===== config.mk =====
export PLATFORM = sky130hd
export DESIGN_NAME = spwtcr_link_fsm
export DESIGN_NICKNAME = d
export VERILOG_FILES = /design/src/rtl/spwtcr_link_fsm.sv
export SDC_FILE = /design/constraint.sdc
export NUM_CORES = 1
export LEC_CHECK = 0
export BUFFER_PORTS_ARGS = -buffer_cell sky130_fd_sc_hd__buf_4
export CAP_MARGIN = 40
export CORE_AREA = 4 4 46 48
export DETAILED_ROUTE_END_ITERATION = 10
export DIE_AREA = 0 0 50 52
export SYNTH_ARGS = -nofsm -noshare
export SYNTH_HDL_FRONTEND = slang
export SYNTH_SLANG_ARGS = --single-unit

===== constraint.sdc =====
create_clock -name CLOCK -period 2.07 [get_ports CLOCK]
set_clock_uncertainty 0.05 [all_clocks]
set_input_delay 0.1035 -clock CLOCK [delete_from_list [all_inputs] [get_ports CLOCK]]
set_output_delay 0.1035 -clock CLOCK [all_outputs]
set_load 0.05 [all_outputs]

===== src/rtl/spwtcr_link_fsm.sv =====
// SpwTCR SpaceWire link-initialisation state machine: sequences
// ErrorReset -> ErrorWait -> Ready -> Started -> Connecting -> Run.
//
// Ports:
//   CLOCK, RESETn        clock, async active-low reset
//   linkStart            host level: start the link
//   linkDisable          host level: hold the link down
//   autoStart            host level: start on first NULL received
//                        (used only with SPWTCR_LINK_AUTOSTART_EN)
//   after64, after128    FSM timer timeout pulses
//   gotNULL, gotFCT      receiver event pulses
//   gotNChar, gotTimeCode
//   rxError              disconnect/parity/escape error pulse
//   creditError          credit-overflow pulse
//   enableTimer          timer run enable (low clears the timer)
//   enableRx, enableTx   receiver/transmitter enables
//   sendNULLs, sendFCTs  transmitter permissions
//   sendNChars
//   linkState            state code (0..5)
//   linkRunning          high in Run
//
// Configuration macro: SPWTCR_LINK_AUTOSTART_EN enables autoStart.

module spwtcr_link_fsm (
   input  logic       CLOCK,
   input  logic       RESETn,
   input  logic       linkStart,
   input  logic       linkDisable,
   input  logic       autoStart,
   input  logic       after64,
   input  logic       after128,
   input  logic       gotNULL,
   input  logic       gotFCT,
   input  logic       gotNChar,
   input  logic       gotTimeCode,
   input  logic       rxError,
   input  logic       creditError,
   output logic       enableTimer,
   output logic       enableRx,
   output logic       enableTx,
   output logic       sendNULLs,
   output logic       sendFCTs,
   output logic       sendNChars,
   output logic [2:0] linkState,
   output logic       linkRunning
);

   typedef enum logic [2:0] {
      ST_ERROR_RESET = 3'd0,
      ST_ERROR_WAIT  = 3'd1,
      ST_READY       = 3'd2,
      ST_STARTED     = 3'd3,
      ST_CONNECTING  = 3'd4,
      ST_RUN         = 3'd5
   } state_e;

   state_e state_q, state_d;

   logic timer_en_q, timer_en_d;
   logic rx_en_q, rx_en_d;
   logic tx_en_q, tx_en_d;
   logic nulls_q, nulls_d;
   logic fcts_q, fcts_d;
   logic nchars_q, nchars_d;
   logic running_q, running_d;
   logic null_seen_q, null_seen_d;

   logic link_en;
   logic tmo64;
   logic tmo128;
   logic rx_err_any;
   logic state_chg;

   // Timeouts only count while the timer was actually running; a
   // pulse in the clearing cycle is stale from the previous state.
   assign tmo64  = after64  & timer_en_q;
   assign tmo128 = after128 & timer_en_q;

   // Errors before Connecting: any non-NULL character is a protocol
   // violation, as is a receiver error.
   assign rx_err_any = rxError | gotFCT | gotNChar | gotTimeCode;

`ifdef SPWTCR_LINK_AUTOSTART_EN
   assign link_en = !linkDisable &&
                    (linkStart || (autoStart && null_seen_q));
`else
   logic unused_autostart;
   assign unused_autostart = autoStart;
   assign link_en = !linkDisable && linkStart;
`endif

   // Next-state logic: error, then progress, then timeout.
   always_comb begin
      state_d = state_q;
      unique case (state_q)
         ST_ERROR_RESET: begin
            if (tmo64)
               state_d = ST_ERROR_WAIT;
         end
         ST_ERROR_WAIT: begin
            if (rx_err_any)
               state_d = ST_ERROR_RESET;
            else if (tmo128)
               state_d = ST_READY;
         end
         ST_READY: begin
            if (rx_err_any)
               state_d = ST_ERROR_RESET;
            else if (link_en)
               state_d = ST_STARTED;
         end
         ST_STARTED: begin
            if (rx_err_any)
               state_d = ST_ERROR_RESET;
            else if (null_seen_q || gotNULL)
               state_d = ST_CONNECTING;
            else if (tmo128)
               state_d = ST_ERROR_RESET;
         end
         ST_CONNECTING: begin
            if (rxError || gotNChar || gotTimeCode)
               state_d = ST_ERROR_RESET;
            else if (gotFCT)
               state_d = ST_RUN;
            else if (tmo128)
               state_d = ST_ERROR_RESET;
         end
         ST_RUN: begin
            if (rxError || creditError || linkDisable)
               state_d = ST_ERROR_RESET;
         end
         default: state_d = ST_ERROR_RESET;
      endcase
   end

   // Output decode from the next state so that every output is a
   // register aligned with linkState.
   assign state_chg = (state_d != state_q);

   always_comb begin
      timer_en_d = 1'b0;
      rx_en_d    = 1'b0;
      tx_en_d    = 1'b0;
      nulls_d    = 1'b0;
      fcts_d     = 1'b0;
      nchars_d   = 1'b0;
      running_d  = 1'b0;

      rx_en_d = (state_d != ST_ERROR_RESET);

      if (state_d inside {ST_STARTED, ST_CONNECTING, ST_RUN}) begin
         tx_en_d = 1'b1;
         nulls_d = 1'b1;
      end

      if (state_d inside {ST_CONNECTING, ST_RUN})
         fcts_d = 1'b1;

      if (state_d == ST_RUN) begin
         nchars_d  = 1'b1;
         running_d = 1'b1;
      end

      // A one-cycle low pulse on any transition restarts the timer.
      if (!state_chg)
         timer_en_d = state_d inside {ST_ERROR_RESET, ST_ERROR_WAIT,
                                      ST_STARTED, ST_CONNECTING};
   end

   // NULL latch: only meaningful while the receiver is enabled.
   always_comb begin
      null_seen_d = null_seen_q;
      if (state_q == ST_ERROR_RESET)
         null_seen_d = 1'b0;
      else if (gotNULL && rx_en_q)
         null_seen_d = 1'b1;
   end

   always_ff @(posedge CLOCK or negedge RESETn) begin
      if (!RESETn) begin
         state_q     <= ST_ERROR_RESET;
         timer_en_q  <= 1'b0;
         rx_en_q     <= 1'b0;
         tx_en_q     <= 1'b0;
         nulls_q     <= 1'b0;
         fcts_q      <= 1'b0;
         nchars_q    <= 1'b0;
         running_q   <= 1'b0;
         null_seen_q <= 1'b0;
      end else begin
         state_q     <= state_d;
         timer_en_q  <= timer_en_d;
         rx_en_q     <= rx_en_d;
         tx_en_q     <= tx_en_d;
         nulls_q     <= nulls_d;
         fcts_q      <= fcts_d;
         nchars_q    <= nchars_d;
         running_q   <= running_d;
         null_seen_q <= null_seen_d;
      end
   end

   assign linkState   = state_q;
   assign enableTimer = timer_en_q;
   assign enableRx    = rx_en_q;
   assign enableTx    = tx_en_q;
   assign sendNULLs   = nulls_q;
   assign sendFCTs    = fcts_q;
   assign sendNChars  = nchars_q;
   assign linkRunning = running_q;

endmodule

==> run_results.csv, run 1 <==
group,metric,value,unit
final_layout,area.growth.synth_to_final,33.7,%
die,coreArea,0.00171,sq mm
power_and_ir_drop,seq_power_share,39.4,%
grt,grt_max_degree,13,
power_and_ir_drop,power_switching,0.223,mW
placement,dp_hpwl,1050,microns
route,ant_nets,0,
final_layout,multiInputGateArea,283,sq um
setup_path,start_kind,"register",
power_and_ir_drop,ir_drop,0.780,mV
flow_run,maxCapViolations,0,
timing,setup_viol,0,
die,start_util,33.5,%
clock_tree,cts_root_buffer,"clkbuf_4",
die,die-area,0.00260,sq mm
timing,fin_crit,1.77,ns
logic_synthesis,yosysUniqueCellTypes,26,
final_layout,seq_area,225,sq um
timing,maxSlewHeadroom,71.7,%
route,vias_per_cell,4.70,
clock_tree,cts_tree,"done",
logic_synthesis,ys_ff_latch,9,
final_layout,nets,99,
setup_path,crit_path_end_kind,"register",
grt,grt_util_met1,14.2,%
die,io_pins,23,
timing,rsz0062_at_grt,"no",
timing,finalMaxSlewViolations,0,
setup_path,worstPathMaxFanout,12,
route,drt_iter0_markers,5,
power_and_ir_drop,p_leak,0.394,nW
clock_tree,clkTransAtPathRegs,0.06,ns
final_layout,fillers,167,
logic_synthesis,postSynthAreaPerCell,9.08,sq um
timing,fin_crit_sh,85.5,%
logic_synthesis,ys_seq_area_share,39.4,%
placement,gp_congestion,0.752,
die,die_w,50,microns
route,dr_total_vias,517,
clock_tree,clock_latency,0.26,ns
setup_path,path_class,"reg -> reg",
clock_tree,cts_setup_buffers,0,
setup_path,crit_buf_inv,0,
route,drt_wl_total,1330,microns
grt,grt-ovfl-total,0,
grt,grt_util_met2,17.4,%
setup_path,cp_top_family,"simple AND/OR/NAND/NOR gates",
setup_path,cpPeakStageDelay,0.52,ns
logic_synthesis,synthArstFlopShare,100,%
power_and_ir_drop,pwr-share-clk,23.4,%
grt,grt_use_total,11.3,%
power_and_ir_drop,p_sw_share,39.0,%
power_and_ir_drop,p_int,0.348,mW
logic_synthesis,synth_top_area_cell,"dfrtp_1",
logic_synthesis,syn_inst,63,
logic_synthesis,synth.most_common_cell,"dfrtp_1",
worst_hold_path,hold_path.class,"in -> reg",
setup_path,worstPathArrival,1.87,ns
logic_synthesis,ys.flop_type,"dfrtp_1",
logic_synthesis,netlist_area,572,sq um
setup_path,cp_slowest_cell,"dfrtp_1",
logic_synthesis,synth_enable_flop_cells,0,
logic_synthesis,synth_fp_nets,76,
timing,timing.fmax,0.565,GHz
clock_tree,cts_sinks,9,
timing,setup_tns,0,ns
logic_synthesis,synth_commonest_cells,"dfrtp_1, nand2_1, inv_1, nor2_1",
route,first_pass_iters,3,
setup_path,worst_ep_required_time,2.17,ns
setup_path,crit_chain,"nor3b_2 > nand3_1 > nand3_2 > nand2_1 > a2111oi_2",
grt,met3_usage,5.16,%
grt,antenna_found_initial,0,
logic_synthesis,yosys.area.top_type_share,39.4,%
clock_tree,h-tree-depth,1,
grt,busiest_layer,"met2",
power_and_ir_drop,p_total,0.570,mW
timing,final_hold_viol_count,0,
timing,worst_pin_slew,0.420,ns
clock_tree,cts_made_buffers,3,
final_layout,antenna_cells,0,
grt,grt_pass1_wl,2270,microns
final_layout,drive_above_1_share,36.5,%
power_and_ir_drop,p_per_area,746,mW/mm^2
route,drc_errors,0,
route,wire_per_inst,12.0,microns
power_and_ir_drop,p_comb_share,37.2,%
die,die_y,52,microns
placement,port_buffers,21,
clock_tree,cts_buffer_depth,2,
run_status,status,"finished clean",
logic_synthesis,ys_top_cells_by_area,"dfrtp_1, buf_4, nand2_1",
die,std_cell_rows,15,
grt,grt_pass1_vias,510,
logic_synthesis,ys_warn_count,0,
[flip-flops by register name (all words and copies together) (netlist names)]
name	flops
linkState	3
sendNULLs	1
enableRx	1
sendFCTs	1
null_seen_q	1
enableTimer	1
linkRunning	1
[kinds of logic (layout without fill, tap and decap cells)]
family | Yosys count | in the layout | share of synthesized area [%]
flops | 9 | 9 | 39.4
compound gates | 14 | 14 | 17.3
simple gates | 29 | 29 | 32.2
buf+inv | 11 | 33 | 11.2
[placed cells by master (no fill, tap or decap), types with 2 or more instances in the layout]
cell       n
a21oi_1    4
buf_4     22
clkbuf_4   3
dfrtp_1    9
inv_1      6
nand2_1    7
nand3_1    2
nand3b_1   3
nand4_1    2
nor2_1     6
nor2b_1    2
nor3_1     2
o21ai_0    2
[final timing paths]
| check | slack, ns | from | to | depth (start not counted) |
|---|---|---|---|---|
| min in group asynchronous | 0.15 | RESETn | sendFCTs$_DFF_PN0_ | 2 |
| setup reg to reg | 0.30 | linkState[1]$_DFF_PN0_ | enableTimer$_DFF_PN0_ | 5 |
| setup / recovery | 0.30 | linkState[1]$_DFF_PN0_ | enableTimer$_DFF_PN0_ | 5 |
| hold / removal | 0.06 | gotNULL | null_seen_q$_DFFE_PN0P_ | 3 |
| max in group asynchronous | 1.68 | RESETn | sendNULLs$_DFF_PN0_ | 2 |
| hold reg to reg | 0.49 | null_seen_q$_DFFE_PN0P_ | null_seen_q$_DFFE_PN0P_ | 2 |
[area by class of cell]
class | instances | area share (%)
timing repair buffer | 23 | 22.9
inverter | 6 | 2.95
clock inverter | 1 | 0.655
clock buffer | 3 | 2.95
multi-input combinational | 43 | 37.0
tap | 25 | 4.09
sequential | 9 | 29.5
[worst reg2reg max path: stages, from the launching register on]
cell       delay [ns]
dfrtp_1          0.52
nor3b_2          0.32
nand3_1          0.20
nand3_2          0.13
nand2_1          0.07
a2111oi_2        0.37
[metrics by stage]
step	utilization, %	instance area [sq um]	setup slack (ns)	hold WS, ns	instances
after CTS	44.8	764	0.301	0.0565	110
after global routing	44.8	764	0.170	0.0915	110
after global placement	42.6	727	0.344	-0.121	105
final	44.8	764	0.300	0.0608	110
after floorplan	-	572	0.186	-0.242	63
after detailed placement	42.6	727	0.315	-0.117	105
[power by group through the flow]
stage	clock [mW]	combinational (mW)	sequential [mW]
5_1_grt	0.152	0.227	0.228
2_1_floorplan	0	0.0875	0.285
6_report	0.133	0.212	0.225
4_1_cts	0.143	0.212	0.225
3_5_place_dp	0	0.210	0.228
3_3_place_gp	0	0.210	0.229
[layer usage]
metal  share of wire, %  vias to the layer above
li1                   -                      265
met1                 47                      235
met2                 45                       17
met3                8.2                        0
met4                  0                        0
met5                  0                        -
[timing repair]
item                                   in CTS  in global routing
hold buffers                                1                  0
endpoints found under the hold margin       9                  0
resized for setup                           0                  0
setup endpoints to repair                   0                  0
Power figures use the tool's default switching activity.
==> run 2, diff against run 1 <==
--- a/config.mk
+++ b/config.mk
@@ -8,6 +8,7 @@
 export BUFFER_PORTS_ARGS = -buffer_cell sky130_fd_sc_hd__buf_4
 export CAP_MARGIN = 40
 export CORE_AREA = 4 4 46 48
+export CTS_BUF_LIST = sky130_fd_sc_hd__clkbuf_16
 export DETAILED_ROUTE_END_ITERATION = 10
 export DIE_AREA = 0 0 50 52
 export SYNTH_ARGS = -nofsm -noshare
==> run 2 against run 1 <==
Utilization grew 3.1 points. Sequential power about the same. Count of clock-buffer cells in the layout unchanged. Wire length unchanged. Flip-flop and latch count unchanged. Via count increased by 0.19%. Combinational power about the same. Clock power grew to 2.5 times the previous value. Critical endpoint unchanged.
==> run_results.csv, run 2 (synthesized netlist as in run 1, its figures left out) <==
group,metric,value,unit
die,std_cell_rows,15,
final_layout,drive_above_1_share,36.5,%
clock_tree,clkTransAtPathRegs,0.04,ns
power_and_ir_drop,p_per_area,945,mW/mm^2
route,drt_wl_total,1330,microns
final_layout,seq_area,225,sq um
timing,timing.fmax,0.564,GHz
placement,dp_hpwl,1050,microns
setup_path,crit_chain,"nor3b_2 > nand3_1 > nand3_2 > nand2_1 > a2111oi_2",
final_layout,largest_register_ffs,3,
route,ant_nets,0,
clock_tree,cts_made_buffers,3,
timing,fin_crit_sh,85.7,%
grt,grt_pass1_vias,507,
final_layout,nets,99,
final_layout,final_cell_area,817,sq um
timing,maxSlewHeadroom,71.6,%
clock_tree,cts_sinks,9,
final_layout,area.growth.synth_to_final,42.9,%
worst_hold_path,hold_path.class,"in -> reg",
run_status,status,"finished clean",
timing,worst_pin_slew,0.420,ns
placement,pre_cts_ws,0.315,ns
setup_path,cpPeakStageDelay,0.52,ns
timing,fin_crit,1.77,ns
grt,grt_max_degree,13,
clock_tree,cts_tree,"done",
setup_path,cp_top_family,"simple AND/OR/NAND/NOR gates",
grt,grt_util_met1,14.0,%
clock_tree,cts_setup_buffers,0,
timing,setup_tns,0,ns
route,drc_errors,0,
final_layout,layout_common_cells,"buf_4, dfrtp_1, nand2_1",
setup_path,path_class,"reg -> reg",
route,drt_iter0_markers,3,
timing,final_hold_viol_count,0,
clock_tree,cts_root_buffer,"clkbuf_16",
die,start_util,33.5,%
grt,grt_use_total,11.5,%
setup_path,crit_buf_inv,0,
route,vias_per_cell,4.71,
clock_tree,cts_buffer_depth,2,
timing,rsz0062_at_grt,"no",
die,die-area,0.00260,sq mm
route,dr_total_vias,518,
flow_run,maxCapViolations,0,
final_layout,multiInputGateArea,283,sq um
setup_path,worstPathArrival,1.84,ns
die,io_pins,23,
placement,port_buffers,21,
clock_tree,h-tree-depth,1,
timing,finalMaxSlewViolations,0,
placement,gp_congestion,0.752,
die,die_y,52,microns
clock_tree,clock_latency,0.23,ns
die,die_w,50,microns
final_layout,antenna_cells,0,
grt,met3_usage,5.16,%
final_layout,fillers,159,
setup_path,start_kind,"register",
route,first_pass_iters,2,
grt,grt_util_met2,17.6,%
power_and_ir_drop,ir_drop,0.919,mV
grt,antenna_found_initial,0,
grt,grt_pass1_wl,2260,microns
setup_path,worstPathMaxFanout,12,
grt,busiest_layer,"met2",
power_and_ir_drop,p_leak,0.418,nW
timing,setup_viol,0,
setup_path,crit_path_end_kind,"register",
die,coreArea,0.00171,sq mm
setup_path,worst_ep_required_time,2.14,ns
placement,placed_area,727,sq um
route,wire_per_inst,12.0,microns
final_layout,final_common_cell,"buf_4",
setup_path,cp_slowest_cell,"dfrtp_1",
timing,timing.final.ws_setup,0.296,ns
grt,grt-ovfl-total,0,
[run 2: cell counts in the layout (fill, tap and decap cells not counted)]
No cell type changed its count.
[run 2: worst register-to-register path: stages (launching register included)]
cell       delay, ns
dfrtp_1         0.52
nor3b_2         0.32
nand3_1         0.20
nand3_2         0.13
nand2_1         0.07
a2111oi_2       0.38
[run 2: per-layer routing]
| metal | wire length, microns | vias up | share of wire, % |
|---|---|---|---|
| li1 | - | 263 | - |
| met1 | 602 | 236 | 45 |
| met2 | 600 | 17 | 45 |
| met3 | 112 | 2 | 8.5 |
| met4 | 10 | 0 | 0.75 |
| met5 | 0 | - | 0 |
[run 2: worst paths after layout]
path	start	endpoint	slack, ns	cells past startpoint
setup / recovery	linkState[1]$_DFF_PN0_	enableTimer$_DFF_PN0_	0.30	5
hold / removal	gotNULL	null_seen_q$_DFFE_PN0P_	0.09	3
setup reg to reg	linkState[1]$_DFF_PN0_	enableTimer$_DFF_PN0_	0.30	5
hold reg to reg	null_seen_q$_DFFE_PN0P_	null_seen_q$_DFFE_PN0P_	0.48	2
max in group asynchronous	RESETn	sendNULLs$_DFF_PN0_	1.65	2
min in group asynchronous	RESETn	sendFCTs$_DFF_PN0_	0.18	2
[run 2: cell type report]
| class | instances | area share [%] |
|---|---|---|
| inverters | 6 | 2.76 |
| well taps | 25 | 3.83 |
| multi-input cells | 43 | 34.6 |
| repair buffers | 23 | 21.4 |
| clock inverters | 1 | 0.613 |
| clock buffers | 3 | 9.19 |
| flip-flops and latches | 9 | 27.6 |
[run 2: power breakdown]
group / switching [mW] / leakage, nW / internal [mW]
sequential: 0.0271 / 0.121 / 0.199
combinational: 0.133 / 0.256 / 0.0788
clock: 0.0806 / 0.0409 / 0.254
total: 0.241 / 0.418 / 0.532
[run 2: repair_timing]
item / 4_1_cts / 5_1_grt
setup endpoints to repair: 0 / 0
hold buffers: 1 / 0
hold endpoints to repair: 9 / 0
gates resized for setup: 0 / 0
[run 2: metrics by stage]
step	util, %	power [mW]	hold slack, ns	std cells
2_1_floorplan	-	0.372	-0.242	63
3_3_place_gp	42.6	0.439	-0.121	105
3_5_place_dp	42.6	0.438	-0.117	105
4_1_cts	47.8	0.783	0.0912	110
5_1_grt	47.8	0.810	0.129	110
6_report	47.8	0.772	0.0877	110
==> run 3, diff against run 2 <==
--- a/config.mk
+++ b/config.mk
@@ -11,6 +11,7 @@
 export CTS_BUF_LIST = sky130_fd_sc_hd__clkbuf_16
 export DETAILED_ROUTE_END_ITERATION = 10
 export DIE_AREA = 0 0 50 52
+export PLACE_DENSITY = 0.66
 export SYNTH_ARGS = -nofsm -noshare
 export SYNTH_HDL_FRONTEND = slang
 export SYNTH_SLANG_ARGS = --single-unit
==> constraint.sdc (replaced) <==
create_clock -name CLOCK -period 2.11 [get_ports CLOCK]
set_clock_uncertainty 0.05 [all_clocks]
set_input_delay 0.1055 -clock CLOCK [delete_from_list [all_inputs] [get_ports CLOCK]]
set_output_delay 0.1055 -clock CLOCK [all_outputs]
set_load 0.05 [all_outputs]
==> run 3 against run 2 <==
Combinational power about the same. Sequential power fell by 2%. Clock power decreased by 4%. Critical endpoint unchanged. Critical path depth did not move. Setup slack improved by 0.042 ns.
==> run_results.csv, run 3 (synthesized netlist as in run 1, its figures left out) <==
group,metric,value,unit
grt,grt_use_total,12.3,%
clock_tree,cts_made_buffers,3,
clock_tree,cts_setup_buffers,0,
worst_hold_path,whs_path_depth,3,
setup_path,cpPeakStageDelay,0.52,ns
power_and_ir_drop,ir_drop,0.729,mV
timing,finalMaxSlewViolations,0,
clock_tree,clock_latency,0.23,ns
power_and_ir_drop,p_leak,0.419,nW
run_status,status,"finished clean",
die,die_y,52,microns
route,drt_iter0_markers,17,
setup_path,path_class,"reg -> reg",
timing,rsz0062_at_grt,"no",
worst_hold_path,hold_path_startpoint,"gotNULL",
flow_run,maxCapViolations,0,
route,drt_wl_total,1360,microns
setup_path,worstPathArrival,1.84,ns
die,coreArea,0.00171,sq mm
timing,whs,0.0816,ns
final_layout,area.growth.synth_to_final,42.7,%
route,ant_nets,0,
power_and_ir_drop,p_comb_share,27.9,%
setup_path,worstPathMaxFanout,10,
placement,gp_congestion,0.736,
setup_path,ff2ff_path_depth,5,
setup_path,crit_buf_inv,0,
timing,setup_tns,0,ns
placement,port_buffers,21,
final_layout,layout_common_cells,"buf_4, dfrtp_1, nand2_1, inv_1, nor2_1",
final_layout,drive_above_1_share,35.3,%
placement,dp_hpwl,1080,microns
clock_tree,cts_sinks,9,
final_layout,final_common_cell,"buf_4",
clock_tree,clkTransAtPathRegs,0.04,ns
route,drc_errors,0,
power_and_ir_drop,seq_power_share,29.3,%
timing,maxSlewHeadroom,71.8,%
setup_path,reg2reg_from,"linkState[2]$_DFF_PN0_",
grt,grt-ovfl-total,0,
setup_path,crit_path_end_kind,"register",
power_and_ir_drop,p_per_area,925,mW/mm^2
timing,timing.fmax,0.564,GHz
power_and_ir_drop,power_switching,0.235,mW
timing,final_hold_viol_count,0,
die,io_pins,23,
setup_path,worst_ep_required_time,2.18,ns
setup_path,crit_chain,"nor3b_2 > nand3_1 > nand3_2 > nand2_1 > a2111oi_2",
final_layout,largest_register_ffs,3,
final_layout,antenna_cells,0,
setup_path,r2r_end,"enableTimer$_DFF_PN0_",
die,start_util,33.5,%
power_and_ir_drop,p_int,0.519,mW
clock_tree,cts_root_buffer,"clkbuf_16",
worst_hold_path,min_to,"null_seen_q$_DFFE_PN0P_",
route,dr_total_vias,546,
route,first_pass_iters,4,
placement,pre_cts_ws,0.361,ns
clock_tree,ctsResizeCount,0,
timing,worst_pin_slew,0.418,ns
setup_path,cp-startpoint,"linkState[2]$_DFF_PN0_",
die,std_cell_rows,15,
setup_path,cp_top_family,"simple AND/OR/NAND/NOR gates",
grt,antenna_found_initial,0,
clock_tree,postCtsHoldBufs,1,
timing,fin_crit,1.77,ns
clock_tree,cts_tree,"done",
clock_tree,h-tree-depth,1,
die,die_w,50,microns
clock_tree,cts_buffer_depth,2,
final_layout,nets,99,
die,die-area,0.00260,sq mm
route,wire_per_inst,12.3,microns
setup_path,r2r_slack,0.34,ns
timing,timing.final.ws_setup,0.338,ns
power_and_ir_drop,pwr-share-clk,42.8,%
grt,grt_pass1_vias,517,
power_and_ir_drop,p_sw_share,31.1,%
timing,setup_viol,0,
grt,grt_pass1_wl,2330,microns
route,vias_per_cell,4.96,
worst_hold_path,hold_path.class,"in -> reg",
grt,grt_max_degree,11,
setup_path,cp_slowest_cell,"dfrtp_1",
setup_path,start_kind,"register",
timing,fin_crit_sh,84.0,%
==> run 3: worst max-delay path by stage <==
stage | endpoint | slack, ns | cells after the start
2_1_floorplan | enableTimer$_DFF_PN0_ | 0.23 | 6
6_report | enableTimer$_DFF_PN0_ | 0.34 | 5
4_1_cts | enableTimer$_DFF_PN0_ | 0.36 | 5
3_3_place_gp | enableTimer$_DFF_PN0_ | 0.43 | 5
5_1_grt | enableTimer$_DFF_PN0_ | 0.15 | 5
3_5_place_dp | enableTimer$_DFF_PN0_ | 0.36 | 5
==> run 3: worst register-to-register path, delay by kind of cell, from the launching register on <==
family          cells  cell delay, ns
flops               1            0.52
compound gates      1            0.37
simple gates        4            0.73
==> run 3: power by group through the flow <==
stage | Combinational (mW) | Sequential, mW | Clock (mW)
2_1_floorplan | 0.0858 | 0.279 | 0
3_3_place_gp | 0.207 | 0.222 | 0
3_5_place_dp | 0.210 | 0.223 | 0
4_1_cts | 0.212 | 0.221 | 0.329
5_1_grt | 0.228 | 0.227 | 0.340
6_report | 0.211 | 0.221 | 0.323
==> run 3: routing by layer <==
metal  share of wire (%)  up-vias  track usage, %
met5                   0        -               0
met3                 8.4        2            5.73
met2                  50       17            19.3
li1                    -      263               -
met1                  41      264            13.6
met4                0.66        0            6.91
==> run 3: cell type report <==
class                           count  area (sq um)
Clock buffer                        3          75.1
Clock inverter                      1          3.75
Fill cell                         162           892
Inverter                            6          22.5
Multi-Input combinational cell     43           283
Sequential cell                     9           225
Tap cell                           25          31.3
Timing Repair Buffer               23           175
==> run 3: per-stage QoR <==
stage,instance area (sq um),utilization (%),std cells,power [mW]
6_report,816,47.8,110,0.754
5_1_grt,816,47.8,110,0.795
4_1_cts,816,47.8,110,0.763
3_5_place_dp,727,42.6,105,0.434
3_3_place_gp,727,42.6,105,0.429
2_1_floorplan,572,-,63,0.365
